<file path="src/rtl/slave_pkg.sv">
// slave_pkg: shared FSM state type, wait-counter width and default slave constants
package slave_pkg;
  typedef enum logic [1:0] {ST_IDLE, ST_WAIT, ST_RESP} state_t;
  localparam int CNT_W = 4;
  localparam logic [31:0] DEF_RD = 32'hDEAD_BEEF;
  localparam logic [31:0] DEF_BASE = 32'h0000_1000;
endpackage

</file>
<file path="src/rtl/bus_if.sv">
// bus_if: valid/ready bus; master drives valid, read, addr, write_data; slave drives ready, read_data
interface bus_if #(
  parameter int ADDR_W = 32,
  parameter int DATA_W = 32
) ();
  logic valid;
  logic read;
  logic [ADDR_W-1:0] addr;
  logic [DATA_W-1:0] write_data;
  logic ready;
  logic [DATA_W-1:0] read_data;
  modport master (output valid, read, addr, write_data, input ready, read_data);
  modport slave (input valid, read, addr, write_data, output ready, read_data);
endinterface

</file>
<file path="src/rtl/slave_addr_decode.sv">
// slave_addr_decode: byte address in -> register index hit and dec_err (misaligned, below base, or past last register)
module slave_addr_decode #(
  parameter int ADDR_W = 32,
  parameter int DATA_W = 32,
  parameter int NUM_REGS = 8,
  parameter logic [ADDR_W-1:0] BASE_ADDR = ADDR_W'(32'h0000_1000),
  localparam int IDX_W = NUM_REGS > 1 ? $clog2(NUM_REGS) : 1
) (
  input  logic [ADDR_W-1:0] addr,
  output logic [IDX_W-1:0]  hit,
  output logic              dec_err
);
  localparam int BYTES = DATA_W / 8;
  logic [ADDR_W-1:0] idx;
  assign idx = (addr - BASE_ADDR) / ADDR_W'(BYTES);
  assign dec_err = addr < BASE_ADDR || (addr % ADDR_W'(BYTES)) != '0 || idx >= ADDR_W'(NUM_REGS);
  assign hit = idx[IDX_W-1:0];
endmodule

</file>
<file path="src/rtl/slave_regfile.sv">
// slave_regfile: wait-stated register slave; in clk, reset (sync, low), busc slave, hw_status; out reg_q, wr_pulse, err
module slave_regfile
  import slave_pkg::*;
#(
  parameter int DATA_W = 32,
  parameter int ADDR_W = 32,
  parameter int NUM_REGS = 8,
  parameter logic [ADDR_W-1:0] BASE_ADDR = ADDR_W'(DEF_BASE),
  parameter int WAIT_STATES = 1,
  parameter logic [NUM_REGS-1:0] RO_MASK = NUM_REGS'(8'hC0),
  parameter logic [DATA_W-1:0] DEFAULT_RD = DATA_W'(DEF_RD)
) (
  input  logic                       clk,
  input  logic                       reset,
  bus_if.slave                       busc,
  input  logic [NUM_REGS*DATA_W-1:0] hw_status,
  output logic [NUM_REGS*DATA_W-1:0] reg_q,
  output logic [NUM_REGS-1:0]        wr_pulse,
  output logic                       err
);
  localparam int IDX_W = NUM_REGS > 1 ? $clog2(NUM_REGS) : 1;
  state_t state, nxt;
  logic [CNT_W-1:0] cnt;
  logic [ADDR_W-1:0] addr_q, addr_d;
  logic read_q, read_d;
  logic [DATA_W-1:0] wdata_q, wdata_d, rdata_r;
  logic [IDX_W-1:0] hit;
  logic dec_err, ro_hit, commit, wr_en, ready_r, idle;
  // zero-wait commits happen in ST_IDLE, before the latch holds the request
  assign idle = state == ST_IDLE;
  assign addr_d = idle ? busc.addr : addr_q;
  assign read_d = idle ? busc.read : read_q;
  assign wdata_d = idle ? busc.write_data : wdata_q;
  slave_addr_decode #(
    .ADDR_W(ADDR_W), .DATA_W(DATA_W), .NUM_REGS(NUM_REGS), .BASE_ADDR(BASE_ADDR)
  ) u_dec (
    .addr(addr_d), .hit(hit), .dec_err(dec_err)
  );
  assign ro_hit = !dec_err && RO_MASK[hit];
  assign wr_en = commit && !read_d && !dec_err && !ro_hit;
  assign busc.ready = ready_r;
  assign busc.read_data = rdata_r;
  always_comb begin
    commit = busc.valid && ((idle && WAIT_STATES == 0) || (state == ST_WAIT && cnt == '0));
    nxt = state == ST_RESP || !busc.valid ? ST_IDLE :
          idle ? (WAIT_STATES == 0 ? ST_RESP : ST_WAIT) :
          cnt == '0 ? ST_RESP : ST_WAIT;
  end
  always_ff @(posedge clk) begin
    if (!reset) begin
      state <= ST_IDLE;
      cnt <= '0;
      addr_q <= '0;
      read_q <= 1'b0;
      wdata_q <= '0;
      reg_q <= '0;
      wr_pulse <= '0;
      err <= 1'b0;
      ready_r <= 1'b0;
      rdata_r <= '0;
    end else begin
      state <= nxt;
      if (idle && busc.valid) begin
        addr_q <= busc.addr;
        read_q <= busc.read;
        wdata_q <= busc.write_data;
        cnt <= CNT_W'(WAIT_STATES - 1);
      end else if (state == ST_WAIT && cnt != '0) begin
        cnt <= cnt - 1'b1;
      end
      ready_r <= commit;
      err <= commit && (dec_err || (!read_d && ro_hit));
      wr_pulse <= wr_en ? NUM_REGS'(1) << hit : '0;
      if (wr_en) reg_q[hit*DATA_W +: DATA_W] <= wdata_d;
      if (commit && (read_d || dec_err))
        rdata_r <= dec_err ? DEFAULT_RD : ro_hit ? hw_status[hit*DATA_W +: DATA_W] : reg_q[hit*DATA_W +: DATA_W];
    end
  end
endmodule

</file>
<file path="src/flat_wrapper.sv">
// flat-port wrapper written by rule: the top's interface ports become plain ports
module slave_regfile_flat import slave_pkg::*;
#(
  parameter int DATA_W = 32,
  parameter int ADDR_W = 32,
  parameter int NUM_REGS = 8,
  parameter logic [ADDR_W-1:0] BASE_ADDR = ADDR_W'(DEF_BASE),
  parameter int WAIT_STATES = 1,
  parameter logic [NUM_REGS-1:0] RO_MASK = NUM_REGS'(8'hC0),
  parameter logic [DATA_W-1:0] DEFAULT_RD = DATA_W'(DEF_RD)
)
  (clk, reset, hw_status, reg_q, wr_pulse, err, busc_valid, busc_read, busc_addr, busc_write_data, busc_ready, busc_read_data);
  bus_if #(.ADDR_W(ADDR_W), .DATA_W(DATA_W)) busc_i ();
  input  logic clk;
  input  logic reset;
  input  logic [NUM_REGS*DATA_W-1:0] hw_status;
  output logic [NUM_REGS*DATA_W-1:0] reg_q;
  output logic [NUM_REGS-1:0] wr_pulse;
  output logic err;
  input wire logic [$bits(busc_i.valid)-1:0] busc_valid;
  input wire logic [$bits(busc_i.read)-1:0] busc_read;
  input wire logic [$bits(busc_i.addr)-1:0] busc_addr;
  input wire logic [$bits(busc_i.write_data)-1:0] busc_write_data;
  output wire logic [$bits(busc_i.ready)-1:0] busc_ready;
  output wire logic [$bits(busc_i.read_data)-1:0] busc_read_data;
  assign busc_i.valid = busc_valid;
  assign busc_i.read = busc_read;
  assign busc_i.addr = busc_addr;
  assign busc_i.write_data = busc_write_data;
  assign busc_ready = busc_i.ready;
  assign busc_read_data = busc_i.read_data;
  slave_regfile #(.DATA_W(DATA_W), .ADDR_W(ADDR_W), .NUM_REGS(NUM_REGS), .BASE_ADDR(BASE_ADDR), .WAIT_STATES(WAIT_STATES), .RO_MASK(RO_MASK), .DEFAULT_RD(DEFAULT_RD)) u_core (.clk(clk), .reset(reset), .busc(busc_i), .hw_status(hw_status), .reg_q(reg_q), .wr_pulse(wr_pulse), .err(err));
endmodule
</file>
<file path="config.mk">
export PLATFORM = sky130hd
export DESIGN_NAME = slave_regfile_flat
export DESIGN_NICKNAME = d
export VERILOG_FILES = /design/src/rtl/slave_pkg.sv /design/src/rtl/bus_if.sv /design/src/rtl/slave_addr_decode.sv /design/src/rtl/slave_regfile.sv /design/src/flat_wrapper.sv
export SDC_FILE = /design/constraint.sdc
export NUM_CORES = 1
export LEC_CHECK = 0
export CAP_MARGIN = 0
export CORE_AREA = 2 2 245 247
export CTS_BUF_LIST = sky130_fd_sc_hd__clkbuf_4 sky130_fd_sc_hd__clkbuf_8 sky130_fd_sc_hd__clkbuf_16
export DETAILED_ROUTE_END_ITERATION = 10
export DIE_AREA = 0 0 247 249
export DONT_BUFFER_PORTS = 1
export PLACE_DENSITY = 0.49
export SYNTH_ARGS = -nofsm -noshare
export SYNTH_HDL_FRONTEND = slang
export SYNTH_HIERARCHICAL = 1
export SYNTH_SLANG_ARGS = --single-unit
</file>
<file path="constraint.sdc">
create_clock -name clk -period 3.8 [get_ports clk]
set_input_delay 0 -clock clk [delete_from_list [all_inputs] [get_ports clk]]
set_output_delay 0 -clock clk [all_outputs]
set_load 0.005 [all_outputs]
</file>
==> results.txt, run 1 <==
CP Launch Type - flop
Clock root cell - clkbuf_16
I/O Buffers - 0
Fmax - 0.264 GHz
Initial antenna violation count - 4
Setup Skew - 0.0155 ns
Synth-to-Final Area Change - 26.3%
Endpoint class of the critical path - flop
Fillers - 5,768
Initial DRT Pass Iterations - 7
GPL Wtd Cong - 0.886
Status - finished with violations
CTS max path bufs - 3
Max-Slew Margin vs Limit - -0.0372
Biggest area consumer among synthesized cells - dfxtp_1
Final wirelength - 79.0 mm
H-Tree Depth - 2
Worst hold start - reset
Tcrit/Tclk final - 0.997
First-pass GRT wire length - 110 mm
Clock transition at path regs - 0.06 ns
Crit Path Category - reg -> reg
Hold Crit Class - in -> reg
EDFF count, synth - 0
Lkg Pwr - 9.03 nW
Final #Nets - 2,258
Flop2flop setup slack - 0.01 ns
Commonest cells after routing, fill and taps aside - 368 x dfxtp_1, 268 x mux2i_1, 194 x nor2b_1, 153 x dlygate4sd3_1, 143 x nand2_1
FF-to-FF path depth - 17
Reg-to-reg critical path endpoint - u_core/reg_q[42]
Max-cap violations - 0
Clk sink count - 369
Worst Setup Slack, final - 0.0123 ns
Fin area - 22,300 sq um
Total clock buffers created by CTS - 45
Place WS - -0.322 ns
Drt initial violations - 1,043
Maximum VDD drop - 0.339 mV
Minimum clock period - 3.79 ns
Share of cells above drive strength 1 - 0.153
Via/cell ratio - 5.39
Post-synth ARST share - 0
GRT overflow - 0
Num ports - 622
Hold Slack - -0.0898 ns
Pwr Density - 435 nW/um^2
Maximum fanout along the worst path - 17
DRC Markers - 0
Most common cell after layout, fill and taps aside - dfxtp_1
Worst-skew pair later-pin latency - 0.58 ns
Crit path required time - 4.26 ns
Dpl cell area - 18,800 sq um
Failing checks - negative hold slack, max-slew violations
Hold path depth - 2
Detail Route Antenna Nets - 0
Overall Power - 9.70 mW
R2R Path Start - u_core/state[0]
Total core area - 58,700 sq um
HPWL Detailed - 54.5 mm
DR WL/cell - 28.9 um
Critical path arrival - 4.24 ns
Synthesized flop and latch total - 369
Full die area - 61,500 sq um
Yosys warns - 6
Final Util - 0.380
RSZ-0062 raised after global routing - true
Synth area leaders - dfxtp_1 42%, mux2i_1 15%, nor2b_1 6.9%, mux4_2 5.9%, nor2_1 3.1%
Die Y - 249 um
Slew Limit Fails - 78
Distinct cell type count after synthesis - 60
Worst hold endpoint - u_core/reg_q[30]
TritonCTS clock tree - yes
Starting density of the core - 0.301
Detailed-route via count - 14,700
Largest net degree at the start of global routing - 293
Vias in the first global route - 14,900
Mapped Avg Cell Area - 9.90 sq um
Mapped Area - 17,700 sq um
DP Cell Count - 2,484
Main flop type after synthesis - dfxtp_1
Count of final hold-check violations - 23
Setup-failing EPs final - 0
GRT Total Usage - 0.248
Final Non-Filler Cells - 2,732
Rows - 89
Die width - 247 um
Seq/Total Area, Yosys - 0.418
Gate Count Post-Synth - 1,784
Slew @ Worst Pin - 1.56 ns
Top-area cell type share of the netlist area - 0.418
Syn nets - 2,118
==> cells by family after synthesis <==
kind of cell    Yosys count  synth area share
buf+inv                 159            0.0453
flops                   369             0.418
fa+ha+maj                10           0.00708
compound gates          295             0.121
xor+xnor                  3           0.00149
simple gates            596             0.172
mux                     352             0.235
==> critical path: stages (launching register included) <==
cell and delay [ns]:
dfxtp_2 0.33, nor2_4 0.19, buf_6 0.15, clkbuf_2 0.16, mux2_2 0.38, nor2_4 0.15
nand3_2 0.11, or2_4 0.28, nor4b_4 0.30, o311ai_4 0.20, nand3b_1 0.27, buf_12 0.18
buf_12 0.15, nand4_1 0.09, or3_2 0.17, buf_12 0.22, mux2i_1 0.22, nor2b_1 0.06
==> routing by layer <==
layer,wire length (um),vias up,GRT usage
li1,-,6614,-
met1,35000,7378,0.329
met2,34100,623,0.373
met3,7510,116,0.0855
met4,2410,2,0.0835
met5,15,-,0
==> stage by stage <==
step | TNS [ns] | hold WS (ns)
2_1_floorplan | 0 | 0.133
3_3_place_gp | -9.06 | 0.134
3_5_place_dp | -11.38 | 0.136
4_1_cts | 0 | 0.00495
5_1_grt | -4.72 | 0.0495
6_report | 0 | -0.0898
==> cell usage after synthesis (13+ instances only) <==
library cell,number
or3_1,39
dfxtp_1,369
mux2_2,36
buf_4,21
mux2i_1,270
o21ai_0,54
a211oi_1,15
mux4_2,46
o211ai_1,13
clkbuf_1,83
buf_2,28
o211a_1,32
nand2_1,144
a21boi_0,44
nor2_1,146
a22o_1,50
nor2b_1,196
a21oi_1,33
==> power by group <==
part	internal, mW	total (mW)	switching, mW	leakage (nW)
Clock	2.80	4.58	1.78	0.791
Combinational	0.439	1.15	0.715	5.26
Sequential	3.93	3.97	0.0389	2.98
==> worst max path at each step <==
stage / end / from / slack, ns / depth (start not counted)
2_1_floorplan: u_core/busc.read_data[28] / u_core/state[0] / 0.009 / 16
3_3_place_gp: u_core/busc.read_data[16] / u_core/state[0] / -0.29 / 15
3_5_place_dp: u_core/busc.read_data[16] / u_core/state[0] / -0.32 / 15
4_1_cts: u_core/busc.read_data[16] / u_core/state[1] / 0.0001 / 15
5_1_grt: u_core/reg_q[196] / u_core/state[0] / -0.1 / 17
6_report: u_core/reg_q[42] / u_core/state[0] / 0.01 / 17
==> sequential cells by signal, indices dropped and copies added, names as in the netlist <==
signal,count
u_core/read_q,1
u_core/state,2
u_core/addr_q,32
u_core/err,1
u_core/wdata_q,32
u_core/wr_pulse,8
u_core/reg_q,256
u_core/busc.ready,1
u_core/busc.read_data,32
u_core/cnt,4
==> timing repair <==
action / 4_1_cts / 5_1_grt
gates cloned: 0 / 2
endpoints found under the hold margin: 369 / 0
hold buffers: 154 / 0
gates resized for setup: 8 / 39
pin swaps: 1 / 14
setup buffers: 1 / 10
setup endpoints to repair: 222 / 282
==> layout make-up <==
| cell class | instances | area (sq um) | area share |
|---|---|---|---|
| multi-input combinational | 1256 | 9750 | 0.437 |
| clock buffer | 63 | 1340 | 0.0598 |
| antenna | 1 | 2.50 | 0.000112 |
| clock inverter | 18 | 246 | 0.0110 |
| tap | 773 | 967 | 0.0434 |
| sequential | 369 | 7390 | 0.331 |
| inverter | 7 | 26.3 | 0.00118 |
| timing repair buffer | 245 | 2600 | 0.116 |
Note: power is estimated with default switching activity, not from simulation.
==> run 2: changes to the inputs <==
Settings changed: CORE_AREA 2 2 245 247 to 2 2 241 243, CTS_BUF_LIST sky130_fd_sc_hd__clkbuf_4 sky130_fd_sc_hd__clkbuf_8 sky130_fd_sc_hd__clkbuf_16 to sky130_fd_sc_hd__clkbuf_4, DIE_AREA 0 0 247 249 to 0 0 243 245, PLACE_DENSITY 0.49 to 0.5.
==> run 2 against run 1 <==
Against the previous run: the flow finishes with violations (max-slew violations); clock power decreased by 21%; clock skew increased by 0.068 ns; combinational power increased by 8%; routed wire length increased by 0.57%; non-clock buffer count increased by 95; worst setup slack improved by 0.12 ns; sequential cell count unchanged; sequential share of layout area decreased by 0.96 points; highest routed layer unchanged.
==> results.txt, run 2 (same netlist as run 1, synthesis figures left out) <==
Status - finished with violations (unchanged)
Failing checks - max-slew violations (was negative hold slack, max-slew violations)
Hold Slack - 0.118 ns (was -0.0898 ns)
Comb power frac - 0.140 (was 0.119)
Lkg Pwr - 9.48 nW (was 9.03 nW)
DR WL/cell - 27.3 um (was 28.9 um)
Endpoint class of the critical path - flop (unchanged)
Pwr Density - 384 nW/um^2 (was 435 nW/um^2)
Initial antenna violation count - 4 (unchanged)
Commonest cells after routing, fill and taps aside - 368 x dfxtp_1, 268 x mux2i_1, 239 x dlygate4sd3_1, 194 x nor2b_1, 147 x clkbuf_4 (was 368 x dfxtp_1, 268 x mux2i_1, 194 x nor2b_1, 153 x dlygate4sd3_1, 143 x nand2_1)
Tcrit/Tclk final - 0.966 (was 0.997)
Total clock buffers created by CTS - 105 (was 45)
Rows - 88 (was 89)
Share of cells above drive strength 1 - 0.177 (was 0.153)
Seq pwr share - 0.450 (was 0.409)
Worst-skew pair later-pin latency - 0.87 ns (was 0.58 ns)
Final wirelength - 79.5 mm (was 79.0 mm)
Most common cell after layout, fill and taps aside - dfxtp_1 (unchanged)
Maximum fanout along the worst path - 7 (was 17)
GPL Wtd Cong - 0.826 (was 0.886)
Crit path required time - 4.54 ns (was 4.26 ns)
Full die area - 59,500 sq um (was 61,500 sq um)
DP Cell Count - 2,479 (was 2,484)
Clock transition at path regs - 0.06 ns (about the same)
Worst Setup Slack, final - 0.129 ns (was 0.0123 ns)
Detailed-route via count - 15,600 (was 14,700)
Crit Path Category - reg -> reg (unchanged)
Final Non-Filler Cells - 2,914 (was 2,732)
Starting density of the core - 0.310 (was 0.301)
Die Y - 245 um (was 249 um)
HPWL Detailed - 52.7 mm (was 54.5 mm)
Max-cap violations - 0 (unchanged)
Die width - 243 um (was 247 um)
CTS max path bufs - 3 (unchanged)
Slowest stage cell, crit path - or3_1 (was mux2_2)
Via/cell ratio - 5.37 (was 5.39)
DRC Markers - 0 (unchanged)
CP bufs+invs - 3 (was 5)
Vias in the first global route - 16,000 (was 14,900)
Worst-path cell chain - nor2_4 -> buf_12 -> mux2_4 -> nor4_4 -> nand3_2 -> or2_4 -> nor4b_4 -> o311ai_4 -> buf_12 -> or3_1 -> buf_4 -> a21oi_1 -> a21oi_1 (was nor2_4 -> buf_6 -> clkbuf_2 -> mux2_2 -> nor2_4 -> nand3_2 -> or2_4 -> nor4b_4 -> o311ai_4 -> nand3b_1 -> buf_12 -> buf_12 -> nand4_1 -> or3_2 -> buf_12 -> mux2i_1 -> nor2b_1)
Initial DRT Pass Iterations - 5 (was 7)
Drt initial violations - 1,074 (was 1,043)
Num ports - 622 (unchanged)
Fmax - 0.272 GHz (was 0.264 GHz)
Largest net degree at the start of global routing - 308 (was 293)
CP Launch Type - flop (unchanged)
Slew Limit Fails - 88 (was 78)
Largest Register - u_core/reg_q (unchanged)
Final #Nets - 2,413 (was 2,258)
Hold Crit Class - in -> reg (unchanged)
RSZ-0062 raised after global routing - true (unchanged)
Delay-heaviest family, CP - simple AND/OR/NAND/NOR gates (unchanged)
First-pass GRT wire length - 112 mm (was 110 mm)
Count of final hold-check violations - 0 (was 23)
GRT Total Usage - 0.258 (was 0.248)
Total core area - 57,000 sq um (was 58,700 sq um)
Setup-failing EPs final - 0 (unchanged)
Maximum VDD drop - 0.268 mV (was 0.339 mV)
Clk sink count - 369 (unchanged)
Detail Route Antenna Nets - 0 (unchanged)
Clock root cell - clkbuf_4 (was clkbuf_16)
Max-Slew Margin vs Limit - -0.0559 (was -0.0372)
H-Tree Depth - 3 (was 2)
Slew @ Worst Pin - 1.58 ns (was 1.56 ns)
Psw - 2.54 mW (about the same)
Setup Skew - 0.0832 ns (was 0.0155 ns)
Cell Int Power - 6.27 mW (was 7.17 mW)
Critical path arrival - 4.42 ns (was 4.24 ns)
TritonCTS clock tree - yes (unchanged)
Setup TNS - 0 ns (unchanged)
Place WS - -0.146 ns (was -0.322 ns)
Max reg flops - 256 (unchanged)
Synth-to-Final Area Change - 30.1% (was 26.3%)
Sw Ratio - 0.289 (was 0.261)
I/O Buffers - 0 (unchanged)
Minimum clock period - 3.67 ns (was 3.79 ns)
GRT overflow - 0 (unchanged)
Max incr delay on CP - 0.56 ns (was 0.38 ns)
Clock Power Share - 0.409 (was 0.472)
## run 2: cell count changes in the layout (fill, tap and decap cells not counted), moves of 5 or more
cell	delta
clkbuf_4	+139
dlygate4sd3_1	+86
clkbuf_16	-46
clkinv_1	+17
clkbuf_8	-9
buf_4	+8
clkinv_2	-8
diode_2	+5
## run 2: worst register-to-register path, stage by stage, from the launching register on
cell	delay (ns)
dfxtp_2	0.33
nor2_4	0.17
buf_12	0.14
mux2_4	0.32
nor4_4	0.31
nand3_2	0.14
or2_4	0.29
nor4b_4	0.29
o311ai_4	0.22
buf_12	0.20
or3_1	0.56
buf_4	0.30
a21oi_1	0.21
a21oi_1	0.10
## run 2: layout make-up
type | instances | area (sq um)
diodes | 6 | 15.0
clock buffers | 147 | 1100
clock inverters | 24 | 144
fillers | 5701 | 34100
inverters | 7 | 26.3
multi-input cells | 1256 | 9740
flip-flops and latches | 369 | 7390
well taps | 765 | 957
repair buffers | 340 | 3600
## run 2: final timing paths
path	start	endpoint	slack [ns]	cells after the start
max	u_core/state[0]	u_core/busc.read_data[1]	0.13	13
min	hw_status[237]	u_core/busc.read_data[13]	0.12	5
max reg2reg	u_core/state[0]	u_core/busc.read_data[1]	0.13	13
min reg2reg	u_core/busc.read_data[4]	u_core/busc.read_data[4]	0.49	2
## run 2: what timing repair did
action                                  4_1_cts  5_1_grt
hold buffers                                240        0
cloned                                        3        2
hold endpoints to repair                    369        0
setup buffers                                 6        8
pin swaps                                     8       16
gates resized for setup                      24       29
endpoints found under the setup margin      203      229
## run 2: per-layer routing
layer,track usage,part of all wire,routed length [um]
met1,0.334,0.43,34200
met2,0.396,0.44,35100
met3,0.0863,0.096,7620
met4,0.101,0.032,2580
met5,0,0.00016,13
## run 2: metrics by stage
stage / area [sq um] / util / power [mW]
global route: 23000 / 0.403 / 9.20
detailed placement: 18900 / 0.331 / 4.96
floorplan: 17700 / - / 4.64
finish: 23000 / 0.403 / 8.82
global placement: 18900 / 0.331 / 4.95
CTS: 22800 / 0.399 / 8.89
## run 2: power groups by stage
stage	clock network (mW)	registers (mW)	logic (mW)
after floorplan	0	4.04	0.605
after detailed placement	0	4.05	0.905
final	3.61	3.97	1.24
after global routing	3.91	3.97	1.31
after global placement	0	4.05	0.894
after CTS	3.71	3.97	1.21
